File: config.mk
export PLATFORM = sky130hd
export DESIGN_NAME = oled_i2c_responder
export DESIGN_NICKNAME = d
export VERILOG_FILES = /design/src/rtl/oled_i2c_responder.sv
export SDC_FILE = /design/constraint.sdc
export NUM_CORES = 1
export LEC_CHECK = 0
export BUFFER_PORTS_ARGS = -buffer_cell sky130_fd_sc_hd__buf_2
export CAP_MARGIN = 25
export CORE_ASPECT_RATIO = 1.1
export CORE_UTILIZATION = 50
export DETAILED_ROUTE_END_ITERATION = 8
export GPL_ROUTABILITY_DRIVEN = 0
export PLACE_DENSITY = 0.71
export SLEW_MARGIN = 10
export SYNTH_ARGS = -nofsm -noshare
export SYNTH_HDL_FRONTEND = slang
export SYNTH_SLANG_ARGS = --single-unit
File: constraint.sdc
create_clock -name CLK -period 2.15 [get_ports CLK]
set_clock_uncertainty 0.2 [all_clocks]
set_input_delay 0.1075 -clock CLK [delete_from_list [all_inputs] [get_ports CLK]]
set_output_delay 0.1075 -clock CLK [all_outputs]
set_load 0.005 [all_outputs]
File: src/rtl/oled_i2c_responder.sv
// oled_i2c_responder: I2C target model of an SSD-class OLED controller.
// Decodes address/control/command/data bytes, tracks page/column addressing
// and emits one framebuffer write strobe per data byte. SCL is never stretched.
// Optional: define I2C_GLITCH_FILTER_EN to add a 3-sample agreement filter
// after the synchronizers; this rejects pulses of 2 CLK or less.
module oled_i2c_responder #(
    parameter logic [6:0] DEV_ADDR    = 7'h3C,
    parameter int         SYNC_STAGES = 2
) (
    input  logic       CLK,
    input  logic       ASYNC_RST_L,
    input  logic       SCL_IN,
    input  logic       SDA_IN,
    output logic       SDA_OE,
    output logic       FB_WE,
    output logic [9:0] FB_ADDR,
    output logic [7:0] FB_DATA,
    output logic       DISP_ON,
    output logic       CMD_VALID,
    output logic [7:0] CMD_BYTE
);

    typedef enum logic [2:0] {S_IDLE, S_ADDR, S_CTRL, S_BYTE, S_IGNORE} state_t;

    logic [SYNC_STAGES-1:0] scl_sync_q, sda_sync_q;
    logic                   sda_pin, scl_raw, sda_raw, scl_lvl, sda_lvl;
    logic                   scl_prev_q, sda_prev_q;
    logic                   scl_rise, scl_fall, start_det, stop_det;

    state_t     state_q;
    logic [3:0] bit_cnt_q;
    logic [7:0] shift_q, byte_d;
    logic       ack_q, co_q, dc_q, sda_oe_q, fb_we_q, disp_on_q, cmd_valid_q;
    logic [2:0] page_q;
    logic [6:0] col_q;
    logic [9:0] fb_addr_q;
    logic [7:0] fb_data_q, cmd_byte_q;

    // While we pull SDA low, hold the last sampled level so our own ACK
    // can never look like a START or STOP.
    assign sda_pin = sda_oe_q ? sda_sync_q[0] : SDA_IN;
    assign scl_raw = scl_sync_q[SYNC_STAGES-1];
    assign sda_raw = sda_sync_q[SYNC_STAGES-1];

    // Pin synchronizers; reset to the idle bus level so no edge is seen after reset.
    always_ff @(posedge CLK or negedge ASYNC_RST_L) begin
        if (!ASYNC_RST_L) begin
            scl_sync_q <= '1;
            sda_sync_q <= '1;
        end else begin
            scl_sync_q <= {scl_sync_q[SYNC_STAGES-2:0], SCL_IN};
            sda_sync_q <= {sda_sync_q[SYNC_STAGES-2:0], sda_pin};
        end
    end

`ifdef I2C_GLITCH_FILTER_EN
    logic [1:0] scl_hist_q, sda_hist_q;
    logic       scl_filt_q, sda_filt_q;

    assign scl_lvl = (scl_raw == scl_hist_q[0] && scl_raw == scl_hist_q[1]) ? scl_raw : scl_filt_q;
    assign sda_lvl = (sda_raw == sda_hist_q[0] && sda_raw == sda_hist_q[1]) ? sda_raw : sda_filt_q;

    // Agreement filter: the level moves only after 3 equal consecutive samples.
    always_ff @(posedge CLK or negedge ASYNC_RST_L) begin
        if (!ASYNC_RST_L) begin
            scl_hist_q <= '1;
            sda_hist_q <= '1;
            scl_filt_q <= 1'b1;
            sda_filt_q <= 1'b1;
        end else begin
            scl_hist_q <= {scl_hist_q[0], scl_raw};
            sda_hist_q <= {sda_hist_q[0], sda_raw};
            scl_filt_q <= scl_lvl;
            sda_filt_q <= sda_lvl;
        end
    end
`else
    assign scl_lvl = scl_raw;
    assign sda_lvl = sda_raw;
`endif

    // Edge-detect register on the conditioned bus levels.
    always_ff @(posedge CLK or negedge ASYNC_RST_L) begin
        if (!ASYNC_RST_L) begin
            scl_prev_q <= 1'b1;
            sda_prev_q <= 1'b1;
        end else begin
            scl_prev_q <= scl_lvl;
            sda_prev_q <= sda_lvl;
        end
    end

    assign scl_rise  = scl_lvl & ~scl_prev_q;
    assign scl_fall  = ~scl_lvl & scl_prev_q;
    assign start_det = scl_lvl & scl_prev_q & sda_prev_q & ~sda_lvl;
    assign stop_det  = scl_lvl & scl_prev_q & ~sda_prev_q & sda_lvl;
    assign byte_d    = {shift_q[6:0], sda_lvl};

    // Protocol FSM: bit_cnt 0..7 shifts data, 8 = byte done/ACK driven, 9 = ACK clocked.
    always_ff @(posedge CLK or negedge ASYNC_RST_L) begin
        if (!ASYNC_RST_L) begin
            state_q     <= S_IDLE;
            bit_cnt_q   <= '0;
            shift_q     <= '0;
            ack_q       <= 1'b0;
            co_q        <= 1'b0;
            dc_q        <= 1'b0;
            sda_oe_q    <= 1'b0;
            fb_we_q     <= 1'b0;
            fb_addr_q   <= '0;
            fb_data_q   <= '0;
            disp_on_q   <= 1'b0;
            cmd_valid_q <= 1'b0;
            cmd_byte_q  <= '0;
            page_q      <= '0;
            col_q       <= '0;
        end else begin
            fb_we_q     <= 1'b0;
            cmd_valid_q <= 1'b0;
            if (start_det) begin
                state_q   <= S_ADDR;
                bit_cnt_q <= '0;
                sda_oe_q  <= 1'b0;
                ack_q     <= 1'b0;
            end else if (stop_det) begin
                state_q   <= S_IDLE;
                bit_cnt_q <= '0;
                sda_oe_q  <= 1'b0;
                ack_q     <= 1'b0;
            end else if (state_q inside {S_ADDR, S_CTRL, S_BYTE}) begin
                if (scl_rise) begin
                    if (bit_cnt_q < 4'd8) begin
                        shift_q   <= byte_d;
                        bit_cnt_q <= bit_cnt_q + 4'd1;
                    end else if (bit_cnt_q == 4'd8) begin
                        bit_cnt_q <= 4'd9;
                    end
                    if (bit_cnt_q == 4'd7) begin
                        case (state_q)
                            S_ADDR: begin
                                if (byte_d[7:1] == DEV_ADDR && !byte_d[0]) begin
                                    ack_q   <= 1'b1;
                                    state_q <= S_CTRL;
                                end else begin
                                    ack_q   <= 1'b0;
                                    state_q <= S_IGNORE;
                                end
                            end
                            S_CTRL: begin
                                co_q    <= byte_d[7];
                                dc_q    <= byte_d[6];
                                ack_q   <= 1'b1;
                                state_q <= S_BYTE;
                            end
                            default: begin
                                ack_q <= 1'b1;
                                if (dc_q) begin
                                    fb_we_q   <= 1'b1;
                                    fb_addr_q <= {page_q, col_q};
                                    fb_data_q <= byte_d;
                                    col_q     <= col_q + 7'd1;
                                end else begin
                                    cmd_valid_q <= 1'b1;
                                    cmd_byte_q  <= byte_d;
                                    if (byte_d[7:4] == 4'h0)          col_q[3:0] <= byte_d[3:0];
                                    else if (byte_d[7:3] == 5'b00010) col_q[6:4] <= byte_d[2:0];
                                    else if (byte_d[7:3] == 5'b10110) page_q     <= byte_d[2:0];
                                    else if (byte_d == 8'hAF)         disp_on_q  <= 1'b1;
                                    else if (byte_d == 8'hAE)         disp_on_q  <= 1'b0;
                                end
                                if (co_q) state_q <= S_CTRL;
                            end
                        endcase
                    end
                end else if (scl_fall) begin
                    if (bit_cnt_q == 4'd8) begin
                        sda_oe_q <= ack_q;
                    end else if (bit_cnt_q == 4'd9) begin
                        sda_oe_q  <= 1'b0;
                        bit_cnt_q <= '0;
                    end
                end
            end
        end
    end

    assign SDA_OE    = sda_oe_q;
    assign FB_WE     = fb_we_q;
    assign FB_ADDR   = fb_addr_q;
    assign FB_DATA   = fb_data_q;
    assign DISP_ON   = disp_on_q;
    assign CMD_VALID = cmd_valid_q;
    assign CMD_BYTE  = cmd_byte_q;

endmodule
==> results of run 1 <==
[state kept, by name (all words and copies together) (netlist names)]
name / count
DISP_ON: 1
ack_q: 1
scl_prev_q: 1
FB_ADDR: 10
page_q: 3
scl_sync_q: 2
col_q: 7
shift_q: 7
CMD_BYTE: 8
co_q: 1
sda_prev_q: 1
FB_WE: 1
bit_cnt_q: 4
state_q: 3
sda_sync_q: 2
dc_q: 1
CMD_VALID: 1
SDA_OE: 1
FB_DATA: 8
[final cells by class]
type                            count  area [sq um]
Tap cell                           77          96.3
Clock buffer                       11           141
Clock inverter                      5          33.8
Multi-Input combinational cell    154          1400
Inverter                            6          22.5
Sequential cell                    63          1580
Fill cell                         443          2030
Timing Repair Buffer               66           464
[through the flow]
step	util	power, W
after floorplan	-	0.00132
after global placement	0.598	0.00139
after detailed placement	0.598	0.00139
after CTS	0.634	0.00231
after global routing	0.649	0.00238
final	0.649	0.00228
[cell families after synthesis]
kind of cell,Yosys count,share of synthesized area
multiplexers,44,0.169
AND/OR/NAND/NOR,59,0.127
AO/OA/AOI/OAI,41,0.105
XOR/XNOR,3,0.0151
flip-flops,63,0.530
adder cells (fa/ha/maj),7,0.0293
buffers and inverters,16,0.0255
[routing by layer]
metal | wire length [um] | global-route usage | part of all wire
met5 | 0 | 0 | 0
met4 | 91 | 0.0707 | 0.015
met3 | 205 | 0.0728 | 0.035
met2 | 2830 | 0.309 | 0.48
met1 | 2800 | 0.302 | 0.47
[worst max-delay path, delay by kind of cell (launching register included)]
family,cells,cell delay [ps]
fa+ha+maj,1,140
simple gates,3,840
mux,1,310
flops,1,560
[placed cells by master (no fill, tap or decap), drive strengths merged, types with 3 or more instances in the layout]
| cell type | netlist | routed |
|---|---|---|
| nand3 | 6 | 6 |
| dfstp | 6 | 6 |
| a21oi | 7 | 7 |
| nor3 | 4 | 4 |
| nor3b | 5 | 5 |
| clkbuf | 3 | 11 |
| nand4b | 3 | 3 |
| mux2 | 43 | 43 |
| ha | 7 | 7 |
| dlygate4sd3 | 0 | 3 |
| inv | 6 | 6 |
| buf | 7 | 63 |
| dfrtp | 57 | 57 |
| nand2 | 6 | 6 |
| and3 | 4 | 4 |
| nor2 | 12 | 12 |
| o31ai | 3 | 3 |
| o21ai | 5 | 5 |
| nand4 | 4 | 4 |
| clkinv | 0 | 3 |
[worst max-delay path by stage]
| stage | end | slack [ps] | cells after the start |
|---|---|---|---|
| after detailed placement | page_q[0] | 9 | 5 |
| final | page_q[0] | -10 | 5 |
| after global placement | page_q[2] | 30 | 5 |
| after floorplan | page_q[1] | -50 | 5 |
| after global routing | CMD_BYTE[7] | -100 | 7 |
| after CTS | CMD_BYTE[1] | -10 | 7 |
[what timing repair did]
item / in CTS / in global routing
setup endpoints to repair: 7 / 19
hold endpoints to repair: 49 / 0
buffers inserted: 0 / 2
pin swaps: 0 / 3
hold buffers: 3 / 0
gates resized for setup: 1 / 19
[power by group]
group          internal, W  switching (W)  leakage, nW  total, W
Clock             0.000447       0.000454       0.0853  0.000901
Combinational    0.0000669      0.0000928        0.905  0.000160
Sequential         0.00120      0.0000140        0.859   0.00122
Total              0.00172       0.000561         1.85   0.00228
==> results.json, run 1 <==
{
  "status": "complete, but fails checks",
  "failed_checks": "negative setup slack",
  "critPathKind": "reg -> reg",
  "post_route_cells_drive_above_1_share": 0.469,
  "clockBufferDepth": 2,
  "vias_per_cell": 5.49,
  "start_util": 0.518,
  "rsz0062_at_grt": "yes",
  "end_kind": "flip-flop",
  "cts_sinks": 63,
  "syn_area_per_cell_sq_um": 12.8,
  "holdCritPathClass": "in -> async",
  "htreeDepth": 3,
  "hpwl_um": 4180,
  "route.vias.total": 2099,
  "synthTopCellsByArea": "dfrtp_1 48%, mux2_2 15%, dfstp_2 5.3%",
  "max-cap-violations": 0,
  "r2r-start": "scl_sync_q[1]",
  "hold_violations": 0,
  "wirelength_um": 5930,
  "r2r_cells": 5,
  "coreArea_sq_mm": 0.00577,
  "ys_seq_area_frac": 0.530,
  "relSlewSlack": 0.623,
  "die_h_um": 83.1,
  "hold_slack_ps": 82.5,
  "antenna_cells": 0,
  "drcViolationCount": 0,
  "synth-edff-count": 0,
  "overflow": 0,
  "fin_crit_sh": 1.01,
  "vdd_drop_max_mv": 0.510,
  "finalNonFillerCells": 382,
  "dr.pass1.iters": 4,
  "fin_area_sq_mm": 0.00374,
  "clkSlewWorstSetupHoldPaths_ps": 70,
  "synth_flop_cell": "dfrtp_1",
  "start_kind": "flip-flop",
  "nets": 311,
  "synthArstFlopShare": 1.00,
  "startpoint": "scl_sync_q[1]",
  "pre_cts_slack_ps": 8.77,
  "die_w_um": 75.7,
  "tightest_slew_ps": 565,
  "ys.warnings.count": 0,
  "cp_slowest_cell": "dfstp_2",
  "ys_top_cells_by_count": "57 x dfrtp_1, 40 x mux2_2, 12 x nor2_1",
  "grt_pass1_vias": 1983,
  "netlist.area_leader.share": 0.477,
  "placementRows": 29,
  "syn_inst": 233,
  "powerDensity_mw_per_mm2": 609,
  "yosysTopAreaCell": "dfrtp_1",
  "cts_tree": "yes",
  "yosysMostFrequentCell": "dfrtp_1",
  "insertion_delay_ps": 340,
  "drv_slew": 0,
  "worstPathMaxFanout": 3,
  "place_area_sq_mm": 0.00345,
  "path_cells": "ha_4 > and4b_2 > nand2_4 > or4b_4 > mux2_4",
  "worstPathRequired_ps": 2180,
  "ys_seq_elements": 63,
  "cp.arrival_ps": 2190,
  "grt_max_degree": 27,
  "port_buffers": 33,
  "antenna_found_initial": 0,
  "cts-root-buf": "clkbuf_8",
  "first_iter_violations": 126,
  "cts_made_buffers": 9,
  "tns_ps": -48.8,
  "wl_per_cell_um": 15.5,
  "setup_viol": 7,
  "p_leak_nw": 1.85,
  "ff2ff_setup_slack_ps": -10,
  "dp.cells": 361,
  "period_needed_ps": 2160,
  "synth_area_sq_mm": 0.00299,
  "die-area_sq_mm": 0.00629,
  "grt.total_usage": 0.214,
  "grt_pass1_wl_um": 9810,
  "critPathMaxStageDelay_ps": 560,
  "yosysUniqueCellTypes": 63,
  "syn2layout_area_growth_pct": 25.2,
  "fmax_mhz": 463,
  "pin_count": 34,
  "regToRegEndpoint": "page_q[0]",
  "setup_ws_ps": -11.3,
  "syn-num-nets": 244,
  "final_antenna_net_count": 0
}
(Power assumes the default switching activity.)
==> inputs of run 2 (changes only) <==
--- a/config.mk
+++ b/config.mk
@@ -11,7 +11,7 @@
 export CORE_UTILIZATION = 50
 export DETAILED_ROUTE_END_ITERATION = 8
 export GPL_ROUTABILITY_DRIVEN = 0
-export PLACE_DENSITY = 0.71
+export PLACE_DENSITY = 0.78
 export SLEW_MARGIN = 10
 export SYNTH_ARGS = -nofsm -noshare
 export SYNTH_HDL_FRONTEND = slang
==> constraint.sdc (replaced) <==
create_clock -name CLK -period 2.5 [get_ports CLK]
set_clock_uncertainty 0.2 [all_clocks]
set_input_delay 0.125 -clock CLK [delete_from_list [all_inputs] [get_ports CLK]]
set_output_delay 0.125 -clock CLK [all_outputs]
set_load 0.005 [all_outputs]
==> results.json, run 2 (synthesis results as in run 1) <==
{
  "holdCritPathClass": "in -> async",
  "die_w_um": 75.7,
  "fin_area_sq_mm": 0.00351,
  "overflow": 0,
  "cts-root-buf": "clkbuf_8",
  "vias_per_cell": 5.70,
  "first_iter_violations": 79,
  "place_area_sq_mm": 0.00329,
  "grt.total_usage": 0.205,
  "die-area_sq_mm": 0.00629,
  "largest_reg_flops": 10,
  "fillers": 426,
  "port_buffers": 33,
  "r2r-start": "scl_sync_q[1]",
  "hold_slack_ps": 143,
  "vdd_drop_max_mv": 0.464,
  "met1_length_um": 2610,
  "max-cap-violations": 0,
  "r2r_cells": 5,
  "start_util": 0.518,
  "path_cells": "ha_1 > and4b_2 > nand2_4 > or4b_4 > mux2_4",
  "wl_per_cell_um": 15.9,
  "critPathKind": "reg -> reg",
  "powerDensity_mw_per_mm2": 573,
  "relSlewSlack": 0.577,
  "hpwl_um": 3980,
  "worstPathRequired_ps": 2530,
  "cp.arrival_ps": 2370,
  "htreeDepth": 3,
  "fin_crit_sh": 0.938,
  "tightest_slew_ps": 635,
  "regToRegEndpoint": "page_q[0]",
  "critPathMaxStageDelay_ps": 570,
  "period_needed_ps": 2350,
  "cp_slowest_cell": "dfstp_2",
  "cts_sinks": 63,
  "drv_slew": 0,
  "nets": 289,
  "utilization": 0.608,
  "coreArea_sq_mm": 0.00577,
  "grt_max_degree": 38,
  "clkSlewWorstSetupHoldPaths_ps": 70,
  "end_kind": "flip-flop",
  "final_cell_mix": "57 x dfrtp_1, 40 x mux2_2, 33 x buf_2, 12 x nor2_1, 9 x clkbuf_8",
  "ff2ff_setup_slack_ps": 150,
  "drcViolationCount": 0,
  "grt_pass1_vias": 1918,
  "fmax_mhz": 426,
  "cts_made_buffers": 9,
  "rsz0062_at_grt": "no",
  "worstPathMaxFanout": 9,
  "insertion_delay_ps": 340,
  "start_kind": "flip-flop",
  "post_route_cells_drive_above_1_share": 0.417,
  "pin_count": 34,
  "final_antenna_net_count": 0,
  "p_leak_nw": 1.73,
  "status": "complete, no violations",
  "final_common_cell": "dfrtp_1",
  "die_h_um": 83.1,
  "wl_met3_um": 245,
  "hold_violations": 0,
  "route.vias.total": 2053,
  "grt_pass1_wl_um": 9430,
  "route.top_layer_used": "met4",
  "placementRows": 29,
  "setup_viol": 0,
  "syn2layout_area_growth_pct": 17.3,
  "wirelength_um": 5730,
  "antenna_found_initial": 0,
  "tns_ps": 0,
  "ctsResizeCount": 0,
  "antenna_cells": 0,
  "cts_tree": "yes",
  "clockBufferDepth": 2,
  "dr.pass1.iters": 4,
  "dr_wl_met2_um": 2780,
  "total_power_w": 0.00201
}
## run 2: changes by cell type in the layout (fill, tap and decap cells not counted), moves of 3 or more
cell    change
buf_6       -3
buf_4      -18
mux2_4     -13
mux2_2     +13
## run 2: final cells by class
| type | count | area [sq um] | area share |
|---|---|---|---|
| repair buffers | 44 | 280 | 0.0799 |
| clock inverters | 6 | 61.3 | 0.0175 |
| well taps | 77 | 96.3 | 0.0275 |
| flip-flops and latches | 63 | 1580 | 0.452 |
| multi-input cells | 154 | 1340 | 0.381 |
| clock buffers | 10 | 128 | 0.0364 |
| inverters | 6 | 22.5 | 0.00642 |
## run 2: worst max-delay path by stage
stage                  startpoint        end  cells after the start  slack [ps]
floorplan           scl_sync_q[1]  page_q[1]                      5         170
global placement    scl_sync_q[1]  page_q[2]                      5         210
detailed placement  scl_sync_q[1]  page_q[2]                      5         170
CTS                 scl_sync_q[1]  page_q[2]                      5         150
global route        scl_sync_q[1]  page_q[0]                      5         110
finish              scl_sync_q[1]  page_q[0]                      5         150
## run 2: metal layers
metal | GRT usage | up-vias
li1 | - | 968
met1 | 0.279 | 1020
met2 | 0.300 | 55
met3 | 0.0655 | 10
met4 | 0.0892 | 0
met5 | 0 | -
## run 2: critical path, delay by kind of cell, from the launching register on
kind	cells	cell delay (ps)
and+or+nand+nor	3	960
DFF	1	570
muxes	1	310
adders and majority gates	1	190
## run 2: power by group
part | internal (W) | switching (W) | leakage [nW]
clock network | 0.000456 | 0.000388 | 0.0960
logic | 0.0000407 | 0.0000671 | 0.773
registers | 0.00104 | 0.0000203 | 0.859
## run 2: metrics by stage
step | std cells | setup WS, ps
2_1_floorplan | 233 | 175
3_3_place_gp | 341 | 209
3_5_place_dp | 341 | 172
4_1_cts | 360 | 152
5_1_grt | 360 | 109
6_report | 360 | 154
## run 2: timing repair
item | in CTS | in global routing
setup buffers | 0 | 0
hold buffers | 3 | 0
endpoints found under the hold margin | 28 | 0
setup endpoints to repair | 0 | 0
